==> config.mk <==
export PLATFORM = sky130hd
export DESIGN_NAME = spi_reg_bridge
export DESIGN_NICKNAME = d
export VERILOG_FILES = /design/src/rtl/spi_reg_bridge.sv
export SDC_FILE = /design/constraint.sdc
export NUM_CORES = 1
export LEC_CHECK = 0
export CAP_MARGIN = 20
export CORE_UTILIZATION = 50
export CTS_CLUSTER_SIZE = 16
export DETAILED_ROUTE_END_ITERATION = 6
export PLACE_DENSITY = 0.83
export SETUP_SLACK_MARGIN = 0.02
export SLEW_MARGIN = 20
export SYNTH_ARGS = -nofsm -noshare
export SYNTH_HDL_FRONTEND = slang
export SYNTH_SLANG_ARGS = --single-unit
==> constraint.sdc <==
create_clock -name system_clk -period 1.7 [get_ports system_clk]
set_input_delay 0.34 -clock system_clk [delete_from_list [all_inputs] [get_ports system_clk]]
set_output_delay 0.34 -clock system_clk [all_outputs]
set_load 0.02 [all_outputs]
==> src/rtl/spi_reg_bridge.sv <==
// spi_reg_bridge
//   Command decoder sitting behind an SPI slave byte receiver. Each received
//   byte is consumed with a one-cycle read_ack pulse. Chip-select framed byte
//   streams are decoded as register read / write commands against a small
//   bank of 8-bit control registers.
//
//   Command byte: bit7 = 1 write / 0 read, bits[6:4] ignored, bits[3:0] addr.
//   Reads place the selected register (or ID_VALUE at addr 4'hF) on
//   data_to_send, which the SPI slave shifts out in the first byte of the
//   next frame. Writes take the following byte as data.
//
//   Optional build macro SPI_REG_BRIDGE_AUTOINC_EN: burst writes. Every data
//   byte after a write command goes to the next address until the bank ends.
//
// Handshake: a byte is taken when data_ready=1 and read_ack=0; read_ack is
//   registered high for exactly one cycle and the byte is decoded in that
//   ack cycle, so results (reg_q, wr_strobe, data_to_send, cmd_error) appear
//   on the cycle after the ack.
//
// Ports:
//   system_clk    in   clock, rising edge
//   rst_n         in   synchronous active-low reset
//   spi_cs        in   SPI chip select (active low, asynchronous)
//   data_ready    in   byte available from the SPI slave (level)
//   received_data in   received byte
//   read_ack      out  one-cycle byte consume pulse
//   data_to_send  out  byte returned in the next frame
//   reg_q         out  register bank, reg n at [8n+7:8n]
//   wr_strobe     out  one-cycle pulse per register write
//   cmd_error     out  sticky command error flag
module spi_reg_bridge #(
    parameter int         NUM_REGS = 4,
    parameter logic [7:0] ID_VALUE = 8'hA5
) (
    input  logic                  system_clk,
    input  logic                  rst_n,
    input  logic                  spi_cs,
    input  logic                  data_ready,
    input  logic [7:0]            received_data,
    output logic                  read_ack,
    output logic [7:0]            data_to_send,
    output logic [NUM_REGS*8-1:0] reg_q,
    output logic [NUM_REGS-1:0]   wr_strobe,
    output logic                  cmd_error
);

    typedef enum logic [1:0] {
        IDLE      = 2'd0,
        WAIT_DATA = 2'd1,
        DISCARD   = 2'd2
    } state_t;

    // state is left as a plainly named signal so checkers can bind to it
    state_t               state, state_nxt;
    logic                 cs_meta, cs_s;
    logic                 frame_valid;
    logic [7:0]           byte_q;
    logic [3:0]           addr, addr_nxt;
    logic [7:0]           regs     [NUM_REGS];
    logic [7:0]           regs_nxt [NUM_REGS];
    logic [7:0]           dts_nxt;
    logic                 err_nxt;
    logic [NUM_REGS-1:0]  strobe_nxt;
    logic                 accept;
    logic                 process_byte;
    logic [3:0]           cmd_addr;
    logic                 cmd_is_reg;
    logic [7:0]           cmd_rdata;

    // The upstream flag is still high during the ack cycle, so accepting
    // only while read_ack is low gives exactly one ack per byte.
    assign accept       = data_ready & ~read_ack;
    // Bytes after a reset that landed mid-frame are dropped until the
    // frame has been closed once.
    assign process_byte = read_ack & frame_valid;
    assign cmd_addr     = byte_q[3:0];
    assign cmd_is_reg   = (32'(cmd_addr) < NUM_REGS);

    always_comb begin
        cmd_rdata = 8'h00;
        for (int i = 0; i < NUM_REGS; i++) begin
            if (cmd_addr == 4'(i)) cmd_rdata = regs[i];
        end
    end

    always_comb begin
        reg_q = '0;
        for (int i = 0; i < NUM_REGS; i++) begin
            reg_q[i*8 +: 8] = regs[i];
        end
    end

    always_comb begin
        state_nxt  = state;
        addr_nxt   = addr;
        dts_nxt    = data_to_send;
        err_nxt    = cmd_error;
        strobe_nxt = '0;
        regs_nxt   = regs;

        if (process_byte) begin
            case (state)
                IDLE: begin
                    if (!byte_q[7]) begin
                        if (cmd_is_reg) begin
                            dts_nxt = cmd_rdata;
                        end else if (cmd_addr == 4'hF) begin
                            dts_nxt = ID_VALUE;
                            err_nxt = 1'b0;
                        end else begin
                            dts_nxt = 8'h00;
                            err_nxt = 1'b1;
                        end
                        state_nxt = DISCARD;
                    end else if (cmd_is_reg) begin
                        addr_nxt  = cmd_addr;
                        state_nxt = WAIT_DATA;
                    end else begin
                        err_nxt   = 1'b1;
                        state_nxt = DISCARD;
                    end
                end
                WAIT_DATA: begin
                    for (int i = 0; i < NUM_REGS; i++) begin
                        if (addr == 4'(i)) begin
                            regs_nxt[i]   = byte_q;
                            strobe_nxt[i] = 1'b1;
                        end
                    end
                    dts_nxt = byte_q;
`ifdef SPI_REG_BRIDGE_AUTOINC_EN
                    // Stop the burst as soon as the bank is exhausted.
                    if (32'(addr) + 1 >= NUM_REGS) begin
                        err_nxt   = 1'b1;
                        state_nxt = DISCARD;
                    end else begin
                        addr_nxt  = addr + 4'd1;
                    end
`else
                    state_nxt = DISCARD;
`endif
                end
                default: ;
            endcase
        end

        // Frame end wins over everything, but only after the byte in the
        // same cycle (if any) has been decoded above.
        if (cs_s) state_nxt = IDLE;
    end

    always_ff @(posedge system_clk) begin
        if (!rst_n) begin
            cs_meta      <= 1'b1;
            cs_s         <= 1'b1;
            frame_valid  <= 1'b0;
            read_ack     <= 1'b0;
            byte_q       <= 8'h00;
            state        <= IDLE;
            addr         <= 4'h0;
            data_to_send <= 8'h00;
            cmd_error    <= 1'b0;
            wr_strobe    <= '0;
            for (int i = 0; i < NUM_REGS; i++) regs[i] <= 8'h00;
        end else begin
            cs_meta      <= spi_cs;
            cs_s         <= cs_meta;
            if (cs_s) frame_valid <= 1'b1;
            read_ack     <= accept;
            if (accept) byte_q <= received_data;
            state        <= state_nxt;
            addr         <= addr_nxt;
            data_to_send <= dts_nxt;
            cmd_error    <= err_nxt;
            wr_strobe    <= strobe_nxt;
            for (int i = 0; i < NUM_REGS; i++) regs[i] <= regs_nxt[i];
        end
    end

endmodule

Word level (Yosys, flattened, before mapping)
Cells that the tools add are included.
- register bits after elaboration: 63
- latch bits: 0
- memory bits (writable): 0
- ROM bits: 0
- input bits: 12
- output and inout port bits: 46
- memories: 0
- $add $sub $neg: 0
- $mul: 0
- divide/modulo/power cells: 0
- magnitude comparators: 1
- equal/unequal tests: 9
- shifts and indexed selects: 0
- multiplexer cells: 19
- bitwise logic cells: 5
- reductions and logical operators: 14
- operators by type and width (cell ; count):
    2-to-1 mux 8 bit ; 7
    AND reduction 3 bit ; 7
    equality test 4 x 2 -> 1 bit, second input constant ; 4
    one-hot mux 8 bit (2 select lines) ; 1
    equality test 4 x 1 -> 1 bit, second input constant ; 2
    logical NOT 4 bit ; 2
    2-to-1 mux 1 bit ; 8
    equality test 4 bit, second input constant ; 1
    less-than comparator 4 x 3 -> 1 bit, second input constant ; 1
    2-to-1 mux 2 bit ; 2
    one-hot mux 2 bit (2 select lines) ; 1
    AND reduction 4 bit ; 1
    inverter 1 bit ; 3
    AND 1 bit ; 2
    equality test 2 x 1 -> 1 bit, second input constant ; 1
    logical NOT 2 bit ; 1
    inequality test 2 bit, second input constant ; 1
    AND reduction 2 bit ; 1
    nonzero test 2 bit ; 1
    OR reduction 2 bit ; 1

Logic depth before layout (Yosys ltp)
Gate-level depths: netlist (run 1).
- depth in word-level cells: 8
- depth in mapped cells: 6
- mapped depth without buffers: 4

Worst setup path before layout (run 1)
OpenSTA, ideal clock, no wires.
- kind: register to register
- start: register read_ack
- end: register regs (netlist bit reg_q[24])
- arrival: 1.359 ns
- setup slack: 0.226 ns
- stages on the path, launching flop included: 7
- path buffers: 2
- period minus slack after synthesis: 1.474 ns
- cells stage by stage: dfxtp_1 and3b_1 buf_2 nand4_2 buf_6 nand3_1 o21ai_2
- longest elaborated chain between the ends: 2
- ends and longest elaborated chain (element ; line ; RTL):
    from (decl) ; 40 ; output logic read_ack,
    from (signal assigned) ; 169 ; read_ack <= accept;
    AND 1 bit ; 75 ; assign process_byte = read_ack & frame_valid;
    AND reduction 3 bit (no source line) ; - ;
    to (decl) ; 59 ; logic [7:0] regs [NUM_REGS];
Every way passes these cells.
A chain may end at the register's enable or synchronous reset.

Worst setup path in the final report (run 1)
- start: register regs (netlist bit reg_q[6])
- end: output reg_q[6]
- RTL lines (element ; line ; RTL):
    to (decl) ; 42 ; output logic [NUM_REGS*8-1:0] reg_q,
No word-level cell between the ends.

==> flow_metrics.tcl, run 1 <==
set metrics [dict create \
    viasPerCell 5.59 \
    worst_ep_required_time_ns 1.36 \
    cts_buffers 9 \
    start_util_pct 53.2 \
    cts_tree "built" \
    ys_seq_area_share_pct 48.9 \
    multi_input_area_um2 1210 \
    grt_pass1_vias 2089 \
    io_pins 58 \
    ys_ff_latch 63 \
    synthSimpleGateAreaFrac_pct 23.3 \
    synth-compound-area-share_pct 14.7 \
    antenna_cells 0 \
    synth.area.mux_share_pct 9.02 \
    grt_overflow 0 \
    powerDensity_nw_per_um2 855 \
    synth_area_leader_cell "dfxtp_1" \
    cp_top_family "buffers and inverters" \
    critPathLaunch "reg_q[6]" \
    final_nets 346 \
    internal-power_uw 2310 \
    startpoint_type "flop" \
    critPathSlowestCell "clkdlybuf4s50_1" \
    hold_viol_final 0 \
    synth_warnings 0 \
    crit-reg2reg-launch "state[1]" \
    final_util_pct 72.4 \
    gr-usage-all-layers_pct 25.8 \
    num_vias 2269 \
    rsz0062_at_grt "no" \
    finalSetupViolCount 0 \
    synthArstFlopShare_pct 0 \
    min_period_over_period_pct 96.7 \
    r2r_cells 4 \
    syn-cell-area_um2 2580 \
    pwr-share-clk_pct 42.0 \
    grt_max_degree 54 \
    seq_area_um2 1260 \
    grt_pass1_wl_um 10300 \
    root_buffer "clkbuf_8" \
    synthesis.nets 284 \
    swShare_pct 23.1 \
    row_count 25 \
    drt_first_pass_iters 5 \
    insertion_delay_ns 0.34 \
    hold_end "cs_s" \
    wl_um 6590 \
    die-area_um2 5450 \
    p_leak_uw 0.00181 \
    cts.sinks 63 \
    clk_path_buf_depth 2 \
    die_y_um 73.8 \
    avgSynthCellArea_um2 9.49 \
    period_needed_ns 1.64 \
    power_switching_uw 693 \
    crit_chain "clkdlybuf4s50_1" \
    core_area_um2 4850 \
    worst_slew_pin_slew_ns 0.439 \
    crit_fanout 3 \
    drt_iter0_markers 181 \
    drive_above_1_share_pct 14.7 \
    syn2layout_area_growth_pct 36.1 \
    synth_cells 272 \
    post-cts-setup-buffer-count 0 \
    place.gp.congestion 0.860 \
    skew_ns 0.00665 \
    worstSetupPathType "flop to primary output" \
    antenna_found_initial 0 \
    routedWlPerCell_um 16.2 \
    netlist.area_leader.share_pct 48.9 \
    synth-edff-count 0 \
    dpl.hpwl_um 4300 \
    drtAntennaViolNets 0 \
    combPwrFrac_pct 7.3 \
    die_w_um 73.8 \
    finalMaxSlewViolations 0 \
    portBuffers 57 \
    synth_cell_type_count 41 \
    synth_fa_ha_area_share_pct 0 \
    whs_path_depth 1 \
    status "completed" \
    clk_pin_slew_ns 0.07 \
    synth_xor_area_share_pct 0 \
    clock.fmax_ghz 0.608 \
    cp.arrival_ns 1.30 \
    crit_path_end_kind "primary output" \
    ys.flop_type "dfxtp_1" \
    synth_top_family_by_area "simple AND/OR/NAND/NOR gates" \
    ys_top_cells_by_area "dfxtp_1, nand2_1, nand3_1" \
    cpPeakStageDelay_ns 0.62 \
    tns_ns 0 \
    power_frac_seq_pct 50.8 \
    peakVddDrop_v 0.000563 \
    critical_path_buf_inv_count 1 \
    fill_cells 369 \
    maxSlewHeadroom_pct 70.7 \
    cap_violations 0 \
    hold_path.startpoint "cs_meta" \
    h-tree-depth 3 \
    drc 0 \
    rr_endpoint "reg_q[23]" \
    worst-r2r-setup-slack_ns 0.09 \
    hold_path.class "flop to flop" \
    p_total_uw 3000 \
]
## logic make-up after synthesis
logic type	count (synthesis)
simple gates	108
compound gates	63
flops	63
buf+inv	21
mux	17
## routing by layer
layer	track usage, %	up-vias	routed length, um
li1	-	1090	-
met1	34.3	1080	3000
met2	38.4	85	3050
met3	7.68	14	424
met4	11.8	0	119
met5	0	-	0
## power groups by stage
| stage | logic [uW] | clock network [uW] | registers [uW] |
|---|---|---|---|
| after detailed placement | 215 | 0 | 1560 |
| final | 218 | 1260 | 1520 |
| after CTS | 217 | 1270 | 1520 |
| after global routing | 235 | 1350 | 1530 |
| after floorplan | 110 | 0 | 1560 |
| after global placement | 210 | 0 | 1560 |
## flip-flops by register name, indices dropped and copies added (netlist names)
signal	count
reg_q	32
byte_q	8
data_to_send	8
addr	4
wr_strobe	4
state	2
cmd_error	1
cs_meta	1
cs_s	1
frame_valid	1
read_ack	1
## cell usage after synthesis, types with 5 or more instances
cell type,instances
a21oi_1,16
o21ai_0,18
nand3_1,27
nor2_1,13
buf_2,9
mux2i_1,12
clkbuf_1,7
dfxtp_1,63
nand2_1,37
o21ai_2,8
o21ai_1,8
mux4_2,5
## how the worst max path moves through the flow
stage | endpoint | slack (ns) | depth (start not counted)
final | reg_q[6] | 0.06 | 1
after global routing | reg_q[23] | 0.01 | 4
after CTS | reg_q[13] | 0.02 | 1
after detailed placement | reg_q[21] | 0.16 | 4
after global placement | reg_q[15] | 0.18 | 4
after floorplan | reg_q[24] | 0.23 | 6
## cell type report
type,count,area share (%)
sequential,63,35.9
inverter,1,0.107
clock inverter,4,1.28
clock buffer,12,4.13
tap,67,2.39
multi-input combinational,188,34.5
timing repair buffer,71,21.6
## placed cells by master, fill, tap and decap left out, drive strengths merged, types with 3 or more instances in the layout
| cell | synthesis | routed |
|---|---|---|
| dfxtp | 63 | 63 |
| dlygate4sd2 | 0 | 7 |
| nand3 | 28 | 28 |
| clkinv | 1 | 4 |
| nand2b | 4 | 4 |
| mux4 | 5 | 5 |
| clkdlybuf4s50 | 0 | 23 |
| a31oi | 3 | 3 |
| nor2b | 4 | 4 |
| dlymetal6s2s | 0 | 27 |
| a22oi | 4 | 4 |
| nand3b | 4 | 4 |
| nand2 | 38 | 38 |
| clkbuf | 8 | 12 |
| nor2 | 15 | 15 |
| o21ai | 34 | 34 |
| buf | 12 | 14 |
| mux2i | 12 | 12 |
| and3 | 3 | 3 |
| a21oi | 16 | 16 |
## metrics by stage
step / cell area [um^2] / hold WS [ns] / std cells / setup WS [ns]
6_report: 3510 / 0.413 / 406 / 0.0557
5_1_grt: 3510 / 0.429 / 406 / 0.0140
2_1_floorplan: 2580 / 0.386 / 272 / 0.226
3_3_place_gp: 3260 / 0.399 / 390 / 0.183
4_1_cts: 3440 / 0.417 / 406 / 0.0207
3_5_place_dp: 3260 / 0.401 / 390 / 0.158
## timing repair
item | in CTS | in global routing
setup endpoints to repair | 7 | 27
hold buffers | 0 | 0
endpoints found under the hold margin | 0 | 0
resized for setup | 7 | 27
No activity file was read; power rests on OpenSTA's default activity.
==> run 2, diff against run 1 <==
--- a/config.mk
+++ b/config.mk
@@ -6,6 +6,7 @@
 export NUM_CORES = 1
 export LEC_CHECK = 0
 export CAP_MARGIN = 20
+export CORE_ASPECT_RATIO = 2
 export CORE_UTILIZATION = 50
 export CTS_CLUSTER_SIZE = 16
 export DETAILED_ROUTE_END_ITERATION = 6
==> flow_metrics.tcl, run 2 (synthesis results as in run 1) <==
set metrics [dict create \
    status "completed" \
    clk_pin_slew_ns 0.06 \
    cp_top_family "buffers and inverters" \
    startpoint_type "flop" \
    hold_buffers 0 \
    cp.arrival_ns 1.31 \
    whs_path_depth 1 \
    num_vias 2252 \
    row_count 36 \
    tns_ns 0 \
    largest_register_ffs 32 \
    r2r_cells 4 \
    drt_first_pass_iters 5 \
    routedWlPerCell_um 16.5 \
    die_y_um 104 \
    antenna_found_initial 0 \
    power_switching_uw 696 \
    place.gp.congestion 0.843 \
    dpl.hpwl_um 4580 \
    hold_slack_ns 0.411 \
    hold_end "cs_s" \
    start_util_pct 52.5 \
    insertion_delay_ns 0.35 \
    cts.sinks 63 \
    io_pins 58 \
    peakVddDrop_v 0.000819 \
    cts_buffers 9 \
    clk_path_buf_depth 2 \
    layout_commonest_cell "dfxtp_1" \
    grt_overflow 0 \
    cpPeakStageDelay_ns 0.61 \
    h-tree-depth 3 \
    worst-r2r-setup-slack_ns 0.15 \
    fin_area_um2 3410 \
    viasPerCell 5.73 \
    die_w_um 52.8 \
    die-area_um2 5470 \
    critical_path_buf_inv_count 1 \
    hold_path.class "flop to flop" \
    crit_fanout 3 \
    internal-power_uw 2250 \
    swShare_pct 23.6 \
    grt_pass1_vias 2191 \
    post-cts-setup-buffer-count 0 \
    final_util_pct 69.5 \
    pwr-share-clk_pct 41.4 \
    worst_ep_required_time_ns 1.36 \
    hold_viol_final 0 \
    drtAntennaViolNets 0 \
    portBuffers 57 \
    placed_cells 378 \
    crit_path_end_kind "primary output" \
    critPathSlowestCell "clkdlybuf4s50_1" \
    dpl_cell_area_um2 3210 \
    rsz0062_at_grt "no" \
    root_buffer "clkbuf_8" \
    clock.fmax_ghz 0.605 \
    finalNonFillerCells 393 \
    syn2layout_area_growth_pct 32.3 \
    skew_ns 0.0102 \
    finalMaxSlewViolations 0 \
    final_nets 344 \
    drc 0 \
    crit_chain "clkdlybuf4s50_1" \
    wl_um 6480 \
    grt_max_degree 30 \
    drive_above_1_share_pct 14.0 \
    rr_endpoint "reg_q[17]" \
    mostFrequentLayoutCells "dfxtp_1, nand2_1, nand3_1, clkdlybuf4s50_1" \
    crit-reg2reg-launch "addr[0]" \
    worst_slew_pin_slew_ns 0.428 \
    drt_iter0_markers 52 \
    p_leak_uw 0.00165 \
    gr-usage-all-layers_pct 26.2 \
    combPwrFrac_pct 6.9 \
    powerDensity_nw_per_um2 864 \
    period_needed_ns 1.65 \
    power_frac_seq_pct 51.7 \
    grt_pass1_wl_um 10500 \
    finalSetupViolCount 0 \
    maxSlewHeadroom_pct 71.4 \
    hold_path.startpoint "cs_meta" \
    min_period_over_period_pct 97.3 \
    antenna_cells 0 \
    cap_violations 0 \
    core_area_um2 4910 \
    cts_tree "built" \
    worstSetupPathType "flop to primary output" \
]
## run 2: stage by stage
step	setup slack (ns)	total power (uW)
6_report	0.0459	2950
5_1_grt	0.0202	3050
4_1_cts	0.0205	2970
3_5_place_dp	0.0902	1760
3_3_place_gp	0.194	1760
2_1_floorplan	0.226	1670
## run 2: what timing repair did
action | CTS | global route
endpoints found under the setup margin | 17 | 18
cloned | 0 | 0
resized for setup | 17 | 18
pin swaps | 0 | 0
## run 2: worst max path at each step
stage | end | depth (start not counted) | startpoint
floorplan | reg_q[24] | 6 | read_ack
global placement | reg_q[7] | 4 | rst_n
detailed placement | reg_q[11] | 4 | rst_n
CTS | reg_q[21] | 1 | reg_q[21]
global route | reg_q[20] | 4 | state[0]
finish | reg_q[8] | 1 | reg_q[8]
## run 2: cell type report
class	instances	area, um^2
multi-input combinational	188	1210
fill	390	1500
timing repair buffer	69	684
sequential	63	1260
inverter	1	3.75
tap	57	71.3
clock buffer	11	131
clock inverter	4	47.5
## run 2: power groups by stage
stage | registers, uW | clock network [uW] | logic [uW]
6_report | 1520 | 1220 | 203
3_5_place_dp | 1560 | 0 | 204
5_1_grt | 1530 | 1300 | 222
2_1_floorplan | 1560 | 0 | 110
4_1_cts | 1520 | 1240 | 204
3_3_place_gp | 1560 | 0 | 201
## run 2: layer usage
layer	vias up	wire length (um)	track usage (%)	part of all wire, %
met1	1077	2490	29.6	38
met2	76	3510	43.2	54
met3	19	280	7.78	4.3
li1	1080	-	-	-
met4	0	196	12.4	3.0
met5	-	0	0	0
